===== src/rtl/pipe_pkg.sv =====
// Shared PIPE encodings (power states, rates, receiver-detect status) and controller FSM states.
package pipe_pkg;

   typedef enum logic [3:0] {
      PD_P0  = 4'd0,
      PD_P0S = 4'd1,
      PD_P1  = 4'd2,
      PD_P2  = 4'd3
   } powerDown_e;

   typedef enum logic [3:0] {
      RATE_GEN1 = 4'd0,
      RATE_GEN2 = 4'd1,
      RATE_GEN3 = 4'd2,
      RATE_GEN4 = 4'd3,
      RATE_GEN5 = 4'd4
   } rate_e;

   typedef enum logic [2:0] {
      RXSTAT_NONE     = 3'b000,
      RXSTAT_DETECTED = 3'b011
   } rxStatus_e;

   typedef enum logic [2:0] {
      RST_HOLD,
      IDLE,
      PD_BUSY,
      DET_BUSY,
      RATE_OK,
      RATE_SETTLE,
      RATE_DONE,
      WAIT_ACK_LOW
   } phyState_e;

   function automatic int maxOf(input int a, input int b);
      return (a > b) ? a : b;
   endfunction

endpackage


===== src/rtl/pipe_phy_ctrl.sv =====
// PIPE PHY-side control: reset hold, power-state change, rate handshake, receiver detect.
// Each operation: fixed busy latency then a one-cycle PhyStatus; MAC requests are level-held until served.
module pipe_phy_ctrl
   import pipe_pkg::*;
#(
   parameter int LANESNUMBER    = 16,
   parameter int RESET_CYCLES   = 8,
   parameter int DETECT_LATENCY = 8,
   parameter int PD_LATENCY     = 4,
   parameter int RATE_LATENCY   = 16,
   parameter int MAX_RATE       = 4
)(
   input  logic                     CLK,
   input  logic                     reset,
   input  logic [3:0]               PowerDown,
   input  logic [3:0]               Rate,
   input  logic [LANESNUMBER-1:0]   TxDetectRx_Loopback,
   input  logic [LANESNUMBER-1:0]   TxElecIdle,
   input  logic [LANESNUMBER-1:0]   RxPresent,
   input  logic                     PclkChangeAck,
   output logic                     PclkChangeOk,
   output logic                     PhyStatus,
   output logic [3*LANESNUMBER-1:0] RxStatus,
   output logic [3:0]               CurrentPowerDown,
   output logic [3:0]               CurrentRate
);

   localparam int MAX_LAT = maxOf(maxOf(RESET_CYCLES, DETECT_LATENCY), maxOf(PD_LATENCY, RATE_LATENCY));
   localparam int CNT_W   = (MAX_LAT > 1) ? $clog2(MAX_LAT) : 1;

   localparam logic [3:0]       MAX_RATE_CODE = 4'(MAX_RATE);
   localparam logic [CNT_W-1:0] RESET_LOAD    = CNT_W'(RESET_CYCLES - 1);
   localparam logic [CNT_W-1:0] DET_LOAD      = CNT_W'(DETECT_LATENCY - 1);
   localparam logic [CNT_W-1:0] PD_LOAD       = CNT_W'(PD_LATENCY - 1);
   localparam logic [CNT_W-1:0] RATE_LOAD     = CNT_W'(RATE_LATENCY - 1);
   localparam logic [CNT_W-1:0] CNT_ONE       = CNT_W'(1);

   phyState_e                state, stateNext;
   logic [CNT_W-1:0]         cnt, cntNext;
   logic                     holdStarted, holdStartedNext;
   logic                     detArmed, detArmedNext;
   logic [3:0]               pdTarget, pdTargetNext;
   logic [3:0]               rateTarget, rateTargetNext;
   logic [LANESNUMBER-1:0]   detLanes, detLanesNext;
   logic                     phyNext, okNext;
   logic [3*LANESNUMBER-1:0] rxNext;
   logic [3:0]               curPdNext, curRateNext;
   logic                     pdReq, rateReq, detReq;

   assign pdReq   = (PowerDown != CurrentPowerDown) && (PowerDown <= PD_P2);
   assign rateReq = (Rate != CurrentRate) && (Rate <= MAX_RATE_CODE) &&
                    ((CurrentPowerDown == PD_P0) || (CurrentPowerDown == PD_P1)) && (&TxElecIdle);
   assign detReq  = detArmed && (CurrentPowerDown == PD_P1) && (|(TxDetectRx_Loopback & TxElecIdle));

   always_ff @(posedge CLK or posedge reset) begin
      if (reset) begin
         state            <= RST_HOLD;
         cnt              <= '0;
         holdStarted      <= 1'b0;
         detArmed         <= 1'b1;
         pdTarget         <= PD_P1;
         rateTarget       <= RATE_GEN1;
         detLanes         <= '0;
         PhyStatus        <= 1'b1;
         PclkChangeOk     <= 1'b0;
         RxStatus         <= '0;
         CurrentPowerDown <= PD_P1;
         CurrentRate      <= RATE_GEN1;
      end else begin
         state            <= stateNext;
         cnt              <= cntNext;
         holdStarted      <= holdStartedNext;
         detArmed         <= detArmedNext;
         pdTarget         <= pdTargetNext;
         rateTarget       <= rateTargetNext;
         detLanes         <= detLanesNext;
         PhyStatus        <= phyNext;
         PclkChangeOk     <= okNext;
         RxStatus         <= rxNext;
         CurrentPowerDown <= curPdNext;
         CurrentRate      <= curRateNext;
      end
   end

   // Outputs are registered: the edge ending the last busy cycle raises PhyStatus for exactly one cycle.
   always_comb begin
      stateNext       = state;
      cntNext         = cnt;
      holdStartedNext = holdStarted;
      detArmedNext    = detArmed | ~(|TxDetectRx_Loopback);
      pdTargetNext    = pdTarget;
      rateTargetNext  = rateTarget;
      detLanesNext    = detLanes;
      phyNext         = 1'b0;
      okNext          = PclkChangeOk;
      rxNext          = '0;
      curPdNext       = CurrentPowerDown;
      curRateNext     = CurrentRate;

      case (state)
         RST_HOLD: begin
            phyNext = 1'b1;
            if (!holdStarted) begin
               holdStartedNext = 1'b1;
               cntNext         = RESET_LOAD;
            end else if (cnt == '0) begin
               phyNext   = 1'b0;
               stateNext = IDLE;
            end else begin
               cntNext = cnt - CNT_ONE;
            end
         end
         IDLE: begin
            if (pdReq) begin
               pdTargetNext = PowerDown;
               cntNext      = PD_LOAD;
               stateNext    = PD_BUSY;
            end else if (rateReq) begin
               rateTargetNext = Rate;
               okNext         = 1'b1;
               stateNext      = RATE_OK;
            end else if (detReq) begin
               detLanesNext = TxDetectRx_Loopback & TxElecIdle;
               cntNext      = DET_LOAD;
               stateNext    = DET_BUSY;
            end
         end
         PD_BUSY: begin
            if (cnt == '0) begin
               phyNext   = 1'b1;
               curPdNext = pdTarget;
               stateNext = IDLE;
            end else begin
               cntNext = cnt - CNT_ONE;
            end
         end
         DET_BUSY: begin
            if (cnt == '0) begin
               phyNext      = 1'b1;
               detArmedNext = 1'b0;
               stateNext    = IDLE;
               for (int i = 0; i < LANESNUMBER; i++) begin
                  rxNext[3*i +: 3] = (detLanes[i] && RxPresent[i]) ? RXSTAT_DETECTED : RXSTAT_NONE;
               end
            end else begin
               cntNext = cnt - CNT_ONE;
            end
         end
         RATE_OK: begin
            if (PclkChangeAck) begin
               cntNext   = RATE_LOAD;
               stateNext = RATE_SETTLE;
            end
         end
         RATE_SETTLE: begin
            if (cnt == '0) begin
               phyNext     = 1'b1;
               okNext      = 1'b0;
               curRateNext = rateTarget;
               stateNext   = RATE_DONE;
            end else begin
               cntNext = cnt - CNT_ONE;
            end
         end
         RATE_DONE: stateNext = WAIT_ACK_LOW;
         WAIT_ACK_LOW: begin
            if (!PclkChangeAck) stateNext = IDLE;
         end
         default: stateNext = RST_HOLD;
      endcase
   end

endmodule


===== config.mk =====
export PLATFORM = sky130hd
export DESIGN_NAME = pipe_phy_ctrl
export DESIGN_NICKNAME = d
export VERILOG_FILES = /design/src/rtl/pipe_pkg.sv /design/src/rtl/pipe_phy_ctrl.sv
export SDC_FILE = /design/constraint.sdc
export NUM_CORES = 1
export LEC_CHECK = 0
export BUFFER_PORTS_ARGS = -buffer_cell sky130_fd_sc_hd__buf_2
export CAP_MARGIN = 20
export CORE_AREA = 4 4 84 86
export CTS_BUF_LIST = sky130_fd_sc_hd__clkbuf_8
export DETAILED_ROUTE_END_ITERATION = 6
export DIE_AREA = 0 0 88 90
export PLACE_DENSITY_LB_ADDON = 0.05
export SKIP_LAST_GASP = 1
export SYNTH_ARGS = -nofsm -noshare
export SYNTH_HDL_FRONTEND = slang
export SYNTH_SLANG_ARGS = --single-unit

===== constraint.sdc =====
create_clock -name CLK -period 2.6 [get_ports CLK]
set_clock_uncertainty 0.1 [all_clocks]
set_input_delay 0.52 -clock CLK [delete_from_list [all_inputs] [get_ports CLK]]
set_output_delay 0.52 -clock CLK [all_outputs]
set_load 0.05 [all_outputs]

== Word-level counts from Yosys, hierarchy flattened ==
Cells that the tools add are included.
Operators by class
  add/subtract/negate cells: 1
  $lt $le $gt $ge: 2
  eq/ne operators: 19
  mux-type cells: 44
  bitwise gates (word level): 5
  reductions and logical operators: 41
Operators with widths (count)
  $mux 47: 2
  $mux 2: 16
  $reduce_or 16->1: 2
  $mux 3: 8
  $mux 4: 6
  $logic_and 1x1->1: 22
  $pmux 3 s7: 1
  $and 16x16->16: 1
  $pmux 4 s4: 1
  $reduce_and 16->1: 1
  $eq 3x3->1 const B: 4
  $ne 2x2->1 const B: 6
  $reduce_and 4->1: 3
  $logic_not 4->1: 2
  $mux 1: 8
  $ne 4x4->1: 2
  $eq 3x2->1 const B: 2
  $ne 3x3->1 const B: 2
  $reduce_and 2->1: 3
  $reduce_and 5->1: 1
  $eq 4x2->1 const B: 1
  $le 4x2->1 const B: 1
  $le 4x3->1 const B: 1
  $ne 4x4->1 const B: 1
  12 further kinds: 15
Storage, ports and cells
  register bits: 91
  bits of input ports: 59
  output and inout port bits: 58
  word-level logic and storage cells: 124

== Logic depth before layout (Yosys ltp) ==
Gate-level depths: netlist (run 1).
  word-level depth: 7
  depth in mapped cells: 8
  gate-level depth less buffers: 7

== Worst setup path before layout (run 1) ==
No wires, ideal clock.
  path type: register to register
  start: register CurrentPowerDown[0]
  end: register detLanes[10]
  setup time: 79 ps
  arrival time: 2120 ps
  required time: 2421 ps
  path slack: 301 ps
  stages on the path, launching flop included: 7
  path buffers: 1
  clock period less this slack: 2299 ps
  path through: dfrtp_1 xor2_1 o41ai_4 nand2_2 nor3_4 buf_8 mux2i_1
On the way
  cells in the longest elaborated chain, start to end: 6
  elaborated cells between the ends (all ways): 12
  classes of those cells: 2 x eq/ne; 2 x bitwise; 8 x reduce/logical
Ends and longest elaborated chain
  start, declared: line pipe_phy_ctrl.sv:24  | output logic [3:0] CurrentPowerDown,
  start signal, assigned: line pipe_phy_ctrl.sv:80  | CurrentPowerDown <= curPdNext;
  $eq 4x2->1 / $logic_not 4->1 (equally long branches): line pipe_phy_ctrl.sv:52, pipe_phy_ctrl.sv:53
  $logic_or 1x1->1: line pipe_phy_ctrl.sv:52  | ((CurrentPowerDown == PD_P0) || (CurrentPowerDown == PD_P1)) && (&TxElecIdle);
  $logic_and 1x1->1: line pipe_phy_ctrl.sv:51  | assign rateReq = (Rate != CurrentRate) && (Rate <= MAX_RATE_CODE) &&
  $logic_and 1x1->1: line pipe_phy_ctrl.sv:52
  $not 1->1 (no line)
  $reduce_and 4->1 (no line) *
  end signal, assigned: line pipe_phy_ctrl.sv:76  | detLanes <= detLanesNext;
  end, declared: line pipe_phy_ctrl.sv:44  | logic [LANESNUMBER-1:0] detLanes, detLanesNext;
Mark *: on every way between the ends. The rest lies on a longest branch, timed or not.
A chain may end at the register's enable or synchronous reset.

== Worst setup path after layout (run 1) ==
  start: register CurrentPowerDown[3]
  end: register cnt[2]
On the way
  cells in the longest elaborated chain, start to end: 6
  elaborated cells between the ends (all ways): 14
  classes of those cells: 4 x eq/ne; 2 x mux; 8 x reduce/logical
Ends and longest elaborated chain
  $eq 4x2->1 / $logic_not 4->1 (equally long branches): line pipe_phy_ctrl.sv:52, pipe_phy_ctrl.sv:53
  $logic_or 1x1->1: line pipe_phy_ctrl.sv:52
  $logic_and 1x1->1: line pipe_phy_ctrl.sv:51
  $logic_and 1x1->1: line pipe_phy_ctrl.sv:52
  $ne 3x3->1 (no line)
  $reduce_and 4->1 (no line)
  end signal, assigned: line pipe_phy_ctrl.sv:71  | cnt <= cntNext;
  end, declared: line pipe_phy_ctrl.sv:39  | logic [CNT_W-1:0] cnt, cntNext;
Several ways; a longest one is shown, not always the timed one.

==> results of run 1 <==
-- state kept, by name (all words and copies together) (netlist names) --
| signal | flops |
|---|---|
| detLanes | 16 |
| CurrentPowerDown | 4 |
| CurrentRate | 4 |
| cnt | 4 |
| detArmed | 1 |
| state | 3 |
| pdTarget | 4 |
| PclkChangeOk | 1 |
| rateTarget | 4 |
| RxStatus | 16 |
| PhyStatus | 1 |
| holdStarted | 1 |
-- layer usage --
metal | global-route usage [%] | part of all wire (%) | up-vias
met2 | 26.63 | 44 | 96
met3 | 5.302 | 9.2 | 12
met4 | 8.184 | 2.0 | 0
li1 | - | - | 1127
met1 | 25.12 | 45 | 1087
met5 | 0 | 0 | -
-- path summary, 6_finish.rpt --
check / startpoint / endpoint / slack [ns]
max: CurrentPowerDown[3] / cnt[2] / 0.36
min: reset / cnt[0] / 0.12
max reg2reg: CurrentPowerDown[3] / cnt[2] / 0.36
min reg2reg: pdTarget[2] / pdTarget[2] / 0.38
max in group asynchronous: reset / detArmed / 1.66
min in group CLK: RxPresent[4] / RxStatus[13] / 0.32
-- power groups by stage --
stage	Clock [mW]	Combinational [mW]	Sequential [mW]
floorplan	0	0.468	1.07
global placement	0	0.547	1.12
detailed placement	0	0.560	1.12
CTS	0.964	0.562	1.11
global route	1.01	0.623	1.12
finish	0.942	0.561	1.11
-- critical path, cell delays in order (launching register included) --
cell	delay [ns]
dfrtp_1	0.43
nor3_1	0.36
and4b_1	0.27
and4_1	0.22
a2bb2oi_1	0.36
mux2_2	0.39
-- cell type report --
type	instances	area share, %
clock inverters	5	2.079
clock buffers	11	4.124
flip-flops and latches	59	40.35
well taps	77	2.624
multi-input cells	178	33.23
inverters	24	2.454
repair buffers	104	15.13
-- cells in the mapped netlist, types with 2 or more instances --
library cell	instances
clkbuf_1	6
dfstp_2	4
mux2i_1	17
buf_4	32
nor3_1	3
a31oi_1	3
o22ai_1	3
nor4_1	5
dfrtp_1	55
and2_1	3
nand3_1	2
xnor2_1	4
a22oi_1	8
mux2_2	16
nand2_1	21
xor2_1	2
nand4_1	7
nor2_1	10
inv_1	24
and3_1	18
nor3b_1	2
o211ai_1	2
nand2b_1	4
a21oi_1	4
nor2b_1	2
o21ai_0	7
-- cell families after synthesis --
family	synth area share, %
buf+inv	12.21
other cells	0.1245
flops	49.17
mux	11.63
simple gates	15.45
xor+xnor	1.744
compound gates	9.262
fa+ha+maj	0.4152
==> qor.json, run 1 <==
{
  "run_status": "finished clean",
  "cts_hold_buf": 0,
  "floorplan.die_area_um2": 7920,
  "reg2reg_depth": 5,
  "yosys_warnings": 0,
  "p_per_area_nw_per_um2": 711.4,
  "initialDrtViolationCount": 123,
  "wirelength_um": 6839,
  "cp-end-kind": "flop",
  "cellLeakagePower_nw": 2.012,
  "final-setup-viol-count": 0,
  "first_pass_iteration_count_of_the_detailed_router": 4,
  "finalHoldViolCount": 0,
  "worst_ir_drop_vdd_uv": 455.2,
  "switching_share_pct": 30.25,
  "tightest_slew_margin_relative_to_the_limit_pct": 66.67,
  "pwr-share-comb_pct": 21.5,
  "cts_tree": "yes",
  "p_int_mw": 1.822,
  "first_global_vias": 2347,
  "critical_path_peak_fanout": 4,
  "power_frac_clock_pct": 36.1,
  "cts_buffer_depth": 2,
  "floorplan.rows": 29,
  "layout-drive-gt1-share_pct": 37.53,
  "post_cts_resize_count": 0,
  "initial_utilization_pct": 48.00,
  "route.vias.total": 2322,
  "synthDominantCellAreaShare_pct": 45.68,
  "final_weighted_congestion_in_routability_driven_placement": 0.8096,
  "core_region_area_um2": 6277,
  "worst_setup_path_start_kind": "flop",
  "worst-slew-pin-transition_ns": 0.4992,
  "synth_edf_count": 0,
  "ios": 117,
  "post-route-worst-setup-slack_ns": 0.3645,
  "power.total_mw": 2.612,
  "yosys.cell_types.count": 47,
  "root_buffer": "clkbuf_8",
  "ff_latch_area_um2": 1481,
  "place_worst_setup_slack_ns": 0.1914,
  "synthesis.instances": 285,
  "ys_seq_elements": 59,
  "postCtsSetupRepairBufs": 0,
  "synth.largest_area_cell": "dfrtp_1",
  "ys.flop_type": "dfrtp_1",
  "synth_area_leaders": "dfrtp_1 46%, buf_4 8.0%, mux2_2 6.0%, mux2i_1 5.6%, and3_1 3.7%",
  "finish.instance_area_um2": 3671,
  "hpwlAfterDp_um": 5264,
  "antenna_cells_inserted": 0,
  "finalMaxSlewViolations": 0,
  "clock_insertion_delay_worst_skew_ns": 0.33,
  "grt_antenna_before_repair": 0,
  "syn_area_per_cell_um2": 10.57,
  "max_cap_violations": 0,
  "synth_area_um2": 3013,
  "avgViaCountPerCell": 5.070,
  "fin_crit_sh_pct": 85.98,
  "track_usage_pct": 18.34,
  "synth_sequential_area_ratio_pct": 49.17,
  "crit_type": "flop to flop",
  "final.setup.tns_ns": 0,
  "hold_class": "input port to asynchronous set/reset pin",
  "cts_made_buffers": 9,
  "input_output_buffers": 100,
  "detail_route.drc_violations": 0,
  "overflow": 0,
  "grt_start_max_net_pins": 38,
  "mostFrequentLayoutCells": "100 x buf_2, 55 x dfrtp_1, 24 x inv_1",
  "die_h_um": 90,
  "clkTransAtPathRegs_ns": 0.07,
  "grt_pass1_wl_um": 11210,
  "postRouteAntennaNets": 0,
  "crit_required_ns": 2.71,
  "h-tree-depth": 3,
  "commonest_non_fill_non_tap_cell_in_the_layout": "buf_2",
  "switchingPower_uw": 790.0,
  "postLayoutCoreUtil_pct": 58.48,
  "cp_data_arrival_time_ns": 2.35,
  "postSynth.asyncResetShare_pct": 100.0,
  "numClockSinks": 59,
  "final_net_count": 436,
  "syn2layout_area_growth_pct": 21.84,
  "post_layout_nonfiller_instances": 458,
  "nFillCells": 563,
  "die-width_um": 88,
  "min_period_ns": 2.235,
  "power.sequential.fraction_pct": 42.5,
  "wl_per_cell_um": 14.93,
  "area_of_the_multi_input_gates_um2": 1220,
  "rsz0062_at_grt": "false",
  "placed_area_um2": 3443,
  "finalHoldWorstSlack_ns": 0.1184,
  "placedCellCount": 442,
  "max_freq_mhz": 447.3
}
Note: power is estimated with default switching activity, not from simulation.
==> inputs of run 2 (changes only) <==
- CORE_AREA: 4 4 84 86 -> 4 4 96 98
- DIE_AREA: 0 0 88 90 -> 0 0 100 102
- GPL_TIMING_DRIVEN: default -> 0
==> qor.json, run 2 (same netlist as run 1, synthesis figures left out) <==
{
  "postCtsSetupRepairBufs": 0,
  "worst_ir_drop_vdd_uv": 412.2,
  "final_weighted_congestion_in_routability_driven_placement": 0.7774,
  "overflow": 0,
  "wirelength_um": 7501,
  "switching_share_pct": 31.20,
  "cp-end-kind": "flop",
  "grt_antenna_before_repair": 0,
  "die_h_um": 102,
  "clkTransAtPathRegs_ns": 0.07,
  "die-width_um": 100,
  "floorplan.rows": 34,
  "finalHoldViolCount": 0,
  "cp_data_arrival_time_ns": 2.51,
  "power.sequential.fraction_pct": 42.0,
  "layout_top_registers": "RxStatus (16), detLanes (16)",
  "commonest_non_fill_non_tap_cell_in_the_layout": "buf_2",
  "reg2reg_depth": 5,
  "power_frac_clock_pct": 32.9,
  "p_int_mw": 1.744,
  "finalMaxSlewViolations": 0,
  "max_cap_violations": 0,
  "run_status": "finished clean",
  "max_freq_mhz": 418.4,
  "crit_type": "flop to flop",
  "root_buffer": "clkbuf_8",
  "input_output_buffers": 100,
  "ios": 117,
  "mostFrequentLayoutCells": "100 x buf_2, 55 x dfrtp_1, 32 x buf_4",
  "p_per_area_nw_per_um2": 645.8,
  "worst_setup_path_start_kind": "flop",
  "numClockSinks": 59,
  "final-setup-viol-count": 0,
  "initial_utilization_pct": 35.59,
  "cts_tree": "yes",
  "crit_required_ns": 2.72,
  "hold_class": "input port to asynchronous set/reset pin",
  "wl_per_cell_um": 14.29,
  "critical_path_peak_fanout": 4,
  "hpwlAfterDp_um": 5987,
  "detail_route.drc_violations": 0,
  "core_region_area_um2": 8466,
  "power.total_mw": 2.534,
  "fin_crit_sh_pct": 91.93,
  "worst-slew-pin-transition_ns": 0.5500,
  "h-tree-depth": 3,
  "switchingPower_uw": 790.5,
  "grt_pass1_wl_um": 12030,
  "antenna_cells_inserted": 0,
  "clock_insertion_delay_worst_skew_ns": 0.33,
  "cts_made_buffers": 9,
  "min_period_ns": 2.390,
  "postRouteAntennaNets": 0,
  "tightest_slew_margin_relative_to_the_limit_pct": 63.22,
  "avgViaCountPerCell": 4.640,
  "rsz0062_at_grt": "false",
  "post_layout_nonfiller_instances": 525,
  "route.vias.total": 2436,
  "cts_hold_buf": 0,
  "cellLeakagePower_nw": 2.181,
  "pwr-share-comb_pct": 25.0,
  "placedCellCount": 509,
  "floorplan.die_area_um2": 10200,
  "first_global_vias": 2403,
  "syn2layout_area_growth_pct": 30.23,
  "layout-drive-gt1-share_pct": 41.25,
  "cts_buffer_depth": 2,
  "final_net_count": 472,
  "first_pass_iteration_count_of_the_detailed_router": 4,
  "grt_start_max_net_pins": 42,
  "track_usage_pct": 15.29,
  "initialDrtViolationCount": 66
}
-- run 2: cell count changes in the layout (fill, tap and decap cells not counted), sizes merged --
cell and delta:
buf +30, clkbuf +6, inv +2, bufinv -1, clkinvlp -1
-- run 2: worst paths after layout --
kind	start	to	slack, ns
setup / recovery	CurrentPowerDown[3]	cnt[2]	0.21
hold / removal	reset	RxStatus[10]	0.07
setup reg to reg	CurrentPowerDown[3]	cnt[2]	0.21
hold reg to reg	PclkChangeOk	PclkChangeOk	0.38
max in group asynchronous	reset	CurrentPowerDown[1]	1.70
min in group CLK	RxPresent[15]	RxStatus[45]	0.31
-- run 2: through the flow --
stage / setup slack, ns / setup TNS, ns / hold WS [ns] / utilization, % / cell area, µm²
CTS: 0.04900 / 0 / 0.06991 / 46.33 / 3923
global placement: -0.3458 / -19.02 / 0.3596 / 43.76 / 3705
global route: 0.05288 / 0 / 0.08729 / 46.35 / 3924
floorplan: 0.3006 / 0 / 0.3494 / - / 3069
finish: 0.2098 / 0 / 0.07119 / 46.35 / 3924
detailed placement: -0.1357 / -0.2680 / 0.3685 / 44.00 / 3725
-- run 2: worst max-delay path, stage by stage, from the launching register on --
cell	delay [ns]
dfrtp_1	0.43
nor3_1	0.32
and4b_1	0.26
and4_1	0.32
a2bb2oi_1	0.46
mux2_2	0.39
-- run 2: final cells by class --
cell class | instances | area (µm²)
buffer | 39 | 279.0
clock buffer | 11 | 151.4
clock inverter | 5 | 46.29
fill | 875 | 4542
inverter | 24 | 90.09
multi-input combinational | 178 | 1220
sequential | 59 | 1481
tap | 108 | 135.1
timing repair buffer | 101 | 520.5
-- run 2: per-layer routing --
layer | share of wire (%) | wire length, µm | vias up | GRT usage [%]
li1 | - | - | 1201 | -
met1 | 43 | 3193 | 1141 | 19.07
met2 | 48 | 3592 | 83 | 25.45
met3 | 7.5 | 559 | 11 | 4.642
met4 | 2.1 | 156 | 0 | 5.181
met5 | 0 | 0 | - | 0
-- run 2: power groups by stage --
| stage | Combinational, mW | Clock [mW] | Sequential [mW] |
|---|---|---|---|
| 6_report | 0.634 | 0.835 | 1.07 |
| 5_1_grt | 0.713 | 0.910 | 1.08 |
| 4_1_cts | 0.638 | 0.867 | 1.07 |
| 3_5_place_dp | 0.637 | 0 | 1.08 |
| 3_3_place_gp | 0.625 | 0 | 1.08 |
| 2_1_floorplan | 0.468 | 0 | 1.07 |
-- run 2: timing repair --
item                                    4_1_cts  5_1_grt
gates resized for setup                       0        2
endpoints found under the setup margin        0       10
hold endpoints to repair                      0        0
==> inputs of run 3 (changes only) <==
- CORE_AREA: 4 4 96 98 -> 4 4 74 127
- DIE_AREA: 0 0 100 102 -> 0 0 78 131
==> qor.json, run 3 (same netlist as run 1, synthesis figures left out) <==
{
  "clock_insertion_delay_worst_skew_ns": 0.34,
  "track_usage_pct": 16.41,
  "initialDrtViolationCount": 76,
  "min_period_ns": 2.349,
  "cts_tree": "yes",
  "final-setup-viol-count": 0,
  "layout_top_registers": "RxStatus (16), detLanes (16)",
  "p_per_area_nw_per_um2": 611.5,
  "crit_required_ns": 2.72,
  "final_weighted_congestion_in_routability_driven_placement": 0.7925,
  "clkTransAtPathRegs_ns": 0.06,
  "finalMaxSlewViolations": 0,
  "floorplan.die_area_um2": 10220,
  "hold_class": "input port to asynchronous set/reset pin",
  "nFillCells": 818,
  "worst_ir_drop_vdd_uv": 347.7,
  "die-width_um": 78,
  "worst_r2r_endpoint": "cnt[2]",
  "route.vias.total": 2506,
  "max_freq_mhz": 425.7,
  "syn2layout_area_growth_pct": 28.99,
  "postRouteAntennaNets": 0,
  "finalHoldViolCount": 0,
  "rr_startpoint": "CurrentPowerDown[3]",
  "postCtsSetupRepairBufs": 0,
  "cts_hold_buf": 0,
  "detail_route.drc_violations": 0,
  "first_global_vias": 2467,
  "placed_area_um2": 3734,
  "worst-slew-pin-transition_ns": 0.5944,
  "timing.critical_path.from": "CurrentPowerDown[3]",
  "h-tree-depth": 3,
  "ff_latch_area_um2": 1481,
  "cts_made_buffers": 9,
  "ff_to_ff_setup_slack_ns": 0.25,
  "first_pass_iteration_count_of_the_detailed_router": 4,
  "cp-end-kind": "flop",
  "input_output_buffers": 100,
  "die_h_um": 131,
  "ios": 117,
  "wl_per_cell_um": 14.89,
  "max_cap_violations": 0,
  "crit_type": "flop to flop",
  "place_worst_setup_slack_ns": -0.06564,
  "layout-drive-gt1-share_pct": 40.53,
  "cellLeakagePower_nw": 2.169,
  "grt_pass1_wl_um": 12540,
  "overflow": 0,
  "initial_utilization_pct": 36.24,
  "hpwlAfterDp_um": 6313,
  "post-route-worst-setup-slack_ns": 0.2511,
  "antenna_cells_inserted": 0,
  "final_net_count": 472,
  "cts_buffer_depth": 2,
  "cp_data_arrival_time_ns": 2.47,
  "area_of_the_multi_input_gates_um2": 1220,
  "floorplan.rows": 44,
  "rsz0062_at_grt": "false",
  "grt_antenna_before_repair": 0,
  "run_status": "finished clean",
  "avgViaCountPerCell": 4.711,
  "core_region_area_um2": 8313,
  "finish.instance_area_um2": 3886,
  "grt_start_max_net_pins": 35,
  "numClockSinks": 59,
  "commonest_non_fill_non_tap_cell_in_the_layout": "buf_2",
  "power.total_mw": 2.376,
  "fin_crit_sh_pct": 90.34,
  "mostFrequentLayoutCells": "100 x buf_2, 55 x dfrtp_1, 32 x buf_4",
  "worst_setup_path_start_kind": "flop",
  "wirelength_um": 7919,
  "tightest_slew_margin_relative_to_the_limit_pct": 60.31,
  "critical_path_peak_fanout": 4,
  "reg2reg_depth": 5,
  "root_buffer": "clkbuf_8"
}
-- run 3: critical path, cell delays in order, from the launching register on --
cell and delay (ns):
dfrtp_1 0.44, nor3_1 0.29, and4b_1 0.25, and4_1 0.31
a2bb2oi_1 0.46, mux2_2 0.39
-- run 3: per-stage QoR --
stage | std cells | utilization, % | setup TNS (ns) | hold WS (ns)
global route | 532 | 46.75 | 0 | 0.1787
finish | 532 | 46.75 | 0 | 0.1350
CTS | 532 | 46.73 | 0 | 0.1424
floorplan | 300 | - | 0 | 0.3494
detailed placement | 516 | 44.91 | -0.1311 | 0.3645
global placement | 515 | 44.67 | -18.37 | 0.3570
-- run 3: power breakdown --
group          leakage [nW]  internal [mW]  switching [mW]
clock                 0.101          0.323           0.347
combinational          1.37          0.265           0.375
sequential            0.700          0.995          0.0711
-- run 3: what timing repair did --
action,4_1_cts,5_1_grt
endpoints found under the setup margin,0,9
resized for setup,0,2
hold endpoints to repair,0,0
-- run 3: worst max path at each step --
stage | endpoint | cells after the start
after floorplan | detLanes[10] | 6
after global placement | PclkChangeOk | 2
after detailed placement | cnt[3] | 6
after CTS | RxStatus[7] | 8
after global routing | cnt[2] | 5
final | cnt[2] | 5
-- run 3: final cells by class --
type                            instances  share of cell area (%)
Clock buffer                            9                   3.187
Clock inverter                          7                  0.7083
Buffer                                 39                   7.180
Tap cell                              115                   3.703
Multi-Input combinational cell        178                   31.39
Timing Repair Buffer                  101                   13.39
Inverter                               24                   2.318
Sequential cell                        59                   38.12
-- run 3: routing by layer --
layer	GRT usage [%]	vias to the layer above	share of wire, %
li1	-	1209	-
met3	5.418	11	7.6
met4	7.106	0	1.9
met2	29.29	102	53
met1	17.63	1184	38
met5	0	-	0
